--- src/rtl/countdown_timer.sv ---
// Loadable, saturating down-counter with a start/done handshake.
// It signals done after the loaded number of enabled cycles.
module countdown_timer #(
    parameter int WIDTH = 32
) (
    input  logic             clk,
    input  logic             rst_n,
    input  logic             start,
    input  logic [WIDTH-1:0] load_value,
    input  logic             enable,
    input  logic             abort,
    input  logic             done_ack,
    output logic [WIDTH-1:0] count,
    output logic             busy,
    output logic             done
);

    typedef enum logic [1:0] {
        ST_IDLE = 2'd0,
        ST_RUN  = 2'd1,
        ST_DONE = 2'd2
    } state_t;

    localparam logic [WIDTH-1:0] CNT_ZERO = {WIDTH{1'b0}};
    localparam logic [WIDTH-1:0] CNT_ONE  = {{(WIDTH-1){1'b0}}, 1'b1};

    state_t           state_r;
    state_t           state_s;
    logic [WIDTH-1:0] count_r;
    logic [WIDTH-1:0] count_s;
    logic             busy_r;
    logic             busy_s;
    logic             done_r;
    logic             done_s;

    // State and output registers
    always_ff @(posedge clk or negedge rst_n) begin
        if (!rst_n) begin
            state_r <= ST_IDLE;
            count_r <= CNT_ZERO;
            busy_r  <= 1'b0;
            done_r  <= 1'b0;
        end else begin
            state_r <= state_s;
            count_r <= count_s;
            busy_r  <= busy_s;
            done_r  <= done_s;
        end
    end

    // Next-state logic; abort dominates, then start, then enable/done_ack
    always_comb begin
        state_s = state_r;
        count_s = count_r;
        busy_s  = busy_r;
        done_s  = done_r;
        if (abort) begin
            state_s = ST_IDLE;
            count_s = CNT_ZERO;
            busy_s  = 1'b0;
            done_s  = 1'b0;
        end else begin
            case (state_r)
                ST_IDLE, ST_DONE: begin
                    if (start) begin
                        // A zero load completes immediately instead of entering RUN
                        if (load_value != CNT_ZERO) begin
                            state_s = ST_RUN;
                            count_s = load_value;
                            busy_s  = 1'b1;
                            done_s  = 1'b0;
                        end else begin
                            state_s = ST_DONE;
                            count_s = CNT_ZERO;
                            busy_s  = 1'b0;
                            done_s  = 1'b1;
                        end
                    end else if ((state_r == ST_DONE) && done_ack) begin
                        state_s = ST_IDLE;
                        done_s  = 1'b0;
                    end else begin
                        state_s = state_r;
                    end
                end
                ST_RUN: begin
                    if (enable) begin
                        if (count_r > CNT_ONE) begin
                            count_s = count_r - CNT_ONE;
                        end else begin
                            // Last enabled cycle; also catches a stray zero without wrapping
                            state_s = ST_DONE;
                            count_s = CNT_ZERO;
                            busy_s  = 1'b0;
                            done_s  = 1'b1;
                        end
                    end else begin
                        count_s = count_r;
                    end
                end
                default: begin
                    state_s = ST_IDLE;
                    count_s = CNT_ZERO;
                    busy_s  = 1'b0;
                    done_s  = 1'b0;
                end
            endcase
        end
    end

    assign count = count_r;
    assign busy  = busy_r;
    assign done  = done_r;

endmodule

--- config.mk ---
export PLATFORM = sky130hd
export DESIGN_NAME = countdown_timer
export DESIGN_NICKNAME = d
export VERILOG_FILES = /design/src/rtl/countdown_timer.sv
export SDC_FILE = /design/constraint.sdc
export NUM_CORES = 1
export LEC_CHECK = 0
export CORE_ASPECT_RATIO = 1.25
export CORE_MARGIN = 2
export CORE_UTILIZATION = 25
export CTS_CLUSTER_DIAMETER = 100
export CTS_CLUSTER_SIZE = 12
export DETAILED_ROUTE_END_ITERATION = 6
export HOLD_SLACK_MARGIN = 0.15
export SLEW_MARGIN = 25
export SYNTH_ARGS = -nofsm -noshare
export SYNTH_HDL_FRONTEND = slang
export SYNTH_SLANG_ARGS = --single-unit
--- constraint.sdc ---
create_clock -name clk -period 4.13 [get_ports clk]
set_input_delay 0.826 -clock clk [delete_from_list [all_inputs] [get_ports clk]]
set_output_delay 0.826 -clock clk [all_outputs]
set_load 0.02 [all_outputs]
# == Yosys cells after proc, flatten, opt, wreduce, memory -nomap -nowiden ==
# Index checks and enable logic that the tools add are counted.
# classes
addsub,1
bitwise_logic,0
shift,0
n_lt_le_gt_ge,1
n_mux,26
n_eq_ne,6
reduce_logical,7
n_div,0
multipliers,0
# op_table
op,count
$mux 32,5
$pmux 32 s2,1
$gt 32x1->1 const B,1
$reduce_bool 32->1,1
$sub 32x1->32 const B,1
$mux 2,6
$mux 1,11
$ne 3x3->1 const B,3
$reduce_and 3->1,2
$ne 4x4->1 const B,1
$pmux 1 s2,2
$pmux 2 s2,1
$eq 2x1->1 const B,1
$eq 2x2->1 const B,1
$logic_not 2->1,1
$reduce_and 2->1,1
$reduce_or 2->1,1
$logic_and 1x1->1,1
# totals
latchBits,0
wordCells,45
inputBits,38
mem_count,0
ff_bits,36
out_inout_bits,34
mem_bits_rw,0
mem_bits_ro,0

# == Longest topological paths before layout ==
# depth
depth_word,6
ltp_mapped,8
ltp_nobuf,8

# == Least setup slack after synthesis ==
# No wires, ideal clock.
# synth_path
path_type,register to register
startpoint,"reg count_r[2], in the netlist count[2]"
endpoint,"reg count_r[27], in the netlist count[27]"
required_time_ns,4.004
path_stages_with_launch,9
synth_period_minus_slack_ns,2.579
n_path_buf,2
setup_slack_ns,1.551
setup_ns,0.126
arrival_ns,2.453
cell_sequence,dfrtp_1 > buf_2 > or4_1 > or3_1 > clkbuf_1 > or3_4 > o31ai_2 > a21oi_1 > a221o_1
# synth_via
elab_chain_len,5
word_cells_on_any_way,6
cone_classes,add/sub (1); order compare (1); mux (4)
# synth_lines
item,line,rtl
from (decl),29,logic [WIDTH-1:0] count_r;
from (signal assigned),45,count_r <= count_s;
$sub 32x1->32 / $gt 32x1->1 (equally long branches),"88, 87",
$mux 32 *,87,if (count_r > CNT_ONE) begin
$mux 32 *,86,if (enable) begin
$pmux 32 s2 *,63,case (state_r)
$mux 32 *,57,if (abort) begin
# Mark *: on every way between the ends. The rest lies on a longest branch, timed or not. The select of a mux whose other input is x is not followed.
# A chain may end at the register's enable or synchronous reset.

# == Worst setup path after layout ==
# layout_path
startpoint,"reg count_r[19], in the netlist count[19]"
endpoint,"reg count_r[27], in the netlist count[27]"
# Same word-level chain as after synthesis.

==> summary.md <==
| Metric | Value |
|---|---|
| Cts bufs inserted | 5 |
| Flop2flop setup slack | approximately 0.96 ns |
| Layout area overhead | 42.1% |
| CTS clock-pin slew for the worst setup and hold paths | 0.08 ns |
| Die Width | 88.5 µm |
| Arrival time of the worst setup path | 3.34 ns |
| Mapped Area | 0.00223 mm² |
| Die H | 110 µm |
| Sequential share of power | 0.387 |
| Actual slew at the worst max-slew pin | 0.594 ns |
| Clock root buffer | clkbuf_8 |
| Clock Sinks | 35 |
| Pwr dens | 349 mW/mm² |
| Vias after detailed routing | roughly 2,300 |
| Final min period | approximately 3.2 ns |
| Max VDD drop | 125 µV |
| FF+latch count, synth | 35 |
| Clk pwr share | 0.226 |
| Most common cell after layout, fill and taps aside | clkdlybuf4s50_1 |
| Final ANT Viol Nets | 0 |
| Worst hold path class | reg2reg |
| Initial antenna violation count | 0 |
| Commonest non-fill, non-tap cells in the layout | clkdlybuf4s50_1, dfrtp_1, o21ai_1, a22oi_1 |
| Max Fclk | 0.315 GHz |
| All-layer global routing usage | 0.159 |
| Clock Tree Buf Depth | 2 |
| I/O Pins | 72 |
| Pre-CTS setup slack | about 0.97 ns |
| Syn nets | 283 |
| Ranking of synthesized cells by area | dfrtp_1, a22oi_1, xnor2_1 |
| GR Overflow Total | 0 |
| Initial Utilization | 0.257 |
| Async set-or-reset flop fraction in the synthesized netlist | 1.00 |
| Synth area leader | dfrtp_1 |
| Final WL | 7430 µm |
| Worst EP required | 4.30 ns |
| Syn_area_per_cell | between 9 and 10 µm² |
| Routed WL per cell | 17.1 µm |
| DP Wirelength | around 5400 µm |
| Post-route DRC | 0 |
| Final Non-Filler Cells | 435 |
| CP endpoint kind | flip-flop |
| Pleak | 1.20 nW |
| Largest fanout on the critical path | 20 |
| Synth top area share | 0.392 |
| Setup WS post-layout | 0.956 ns |
| Net switching fraction of the power | 0.373 |
| I/O Buffers | 71 |
| Resized cells post-CTS | 0 |
| Yosys warns | 0 |
| Final Hold Viols | 0 |
| Combinational power share | 0.387 |
| Syn Inst Count | around 240 |
| Net switching power figure | 0.413 mW |
| Placed insts | 427 |
| Final max-slew violation count | 0 |
| Die area | a little under 0.01 mm² |
| Vias per inst | approximately 5.2 |
| Layout cell share with drive strength beyond 1 | 0.0762 |
| Number of global-route vias before repair | 2,298 |
| Diode count | 0 |
| Critical path class | reg2reg |
| Worst skew pair latency | between 0.2 and 0.3 ns |
| CTS Hold Bufs | 0 |
| CP startpoint kind | flip-flop |
| Final period util | 0.769 |
| Setup TNS | 0 ns |
| Number of synthesized flops with an enable pin | 0 |
| Sequential share of the synthesized area | 0.392 |
| Row count | 38 |
| Largest net degree at the start of global routing | 36 |
| DR iter-0 viols | around 170 |
| Total of max-cap violations | 0 |
| Unrepaired setup endpoints after global routing | false |
| CTS tree | built |
| Finish-stage setup viols | 0 |
| CTS H-tree depth | 2 |
| Count of cell types in the netlist | 48 |
| First-pass GRT wire length | between 10,000 and 15,000 µm |
| Relative slew slack | 0.600 |
| Pint | 0.693 mW |
| Core box area | 0.00870 mm² |
| Skew final | 0.0113 ns |
| Setup Fix Bufs, Post-CTS | 0 |
| Final #Nets | 354 |
| Gpl congestion | 0.854 |
| Dominant synthesized flop cell | dfrtp_1 |
| Outcome | finished clean |
| Drt first pass iters | 4 |
-- cell families after synthesis --
logic type | count (synthesis) | synth area share
AND/OR/NAND/NOR | 98 | 0.265
AO/OA/AOI/OAI | 78 | 0.247
flip-flops | 35 | 0.392
buffers and inverters | 16 | 0.0303
XOR/XNOR | 14 | 0.0549
adder cells (fa/ha/maj) | 2 | 0.0112
-- power groups by stage --
stage / sequential (mW) / combinational [mW] / clock, mW
floorplan: 0.458 / 0.224 / 0
global placement: 0.434 / 0.426 / 0
detailed placement: 0.434 / 0.428 / 0
CTS: 0.428 / 0.431 / 0.256
global route: 0.435 / 0.467 / 0.277
finish: 0.428 / 0.428 / 0.250
-- cell usage after synthesis, types with 3 or more instances --
master / n
a21oi_1: 10
a221o_1: 8
a22oi_1: 19
and3_1: 4
buf_2: 3
clkbuf_1: 8
dfrtp_1: 35
inv_1: 3
nand2_1: 16
nand2b_1: 4
nand3_1: 6
nand4_1: 3
nor2_1: 14
nor3_1: 3
nor4_1: 16
o21ai_1: 20
o311ai_1: 5
or2_1: 3
or3_1: 10
or4_1: 5
xnor2_1: 12
-- final cells by class --
| cell class | count | area [µm²] |
|---|---|---|
| Clock buffer | 6 | 72.6 |
| Clock inverter | 2 | 12.5 |
| Fill cell | 910 | 5530 |
| Inverter | 4 | 15.0 |
| Multi-Input combinational cell | 192 | 1300 |
| Sequential cell | 35 | 876 |
| Tap cell | 120 | 150 |
| Timing Repair Buffer | 76 | 748 |
-- metal layers --
layer	vias to the layer above	part of all wire	wire (µm)	global-route usage
li1	1093	-	-	-
met1	1079	0.44	3280	0.214
met2	84	0.49	3650	0.263
met3	2	0.062	462	0.0338
met4	0	0.0050	37	0.0346
met5	-	0	0	0
-- state kept, by name (all words and copies together) (netlist names) --
register and count:
count 32, state_r 2, busy 1
-- through the flow --
step	util	instance area, µm²	power (mW)	hold WS, ns
floorplan	-	2230	0.681	0.513
CTS	0.365	3170	1.11	0.599
finish	0.365	3170	1.11	0.607
global route	0.365	3170	1.18	0.629
global placement	0.355	3090	0.860	0.572
detailed placement	0.355	3090	0.862	0.583
-- final timing paths --
path,cells after the start,endpoint,start
max,7,count[27]$_DFFE_PN0P_,count[19]$_DFFE_PN0P_
min,2,count[28]$_DFFE_PN0P_,count[28]$_DFFE_PN0P_
max reg2reg,7,count[27]$_DFFE_PN0P_,count[19]$_DFFE_PN0P_
min reg2reg,2,count[28]$_DFFE_PN0P_,count[28]$_DFFE_PN0P_
max in group asynchronous,2,count[20]$_DFFE_PN0P_,rst_n
min in group asynchronous,2,count[0]$_DFFE_PN0P_,rst_n
-- worst max-delay path: stages (launching register included) --
cell	delay (ns)
dfrtp_1	0.45
or4_4	0.61
or4_4	0.52
nand4b_4	0.27
nand2_1	0.44
buf_4	0.35
nor2_1	0.10
a221o_1	0.30
Power figures use the tool's default switching activity.
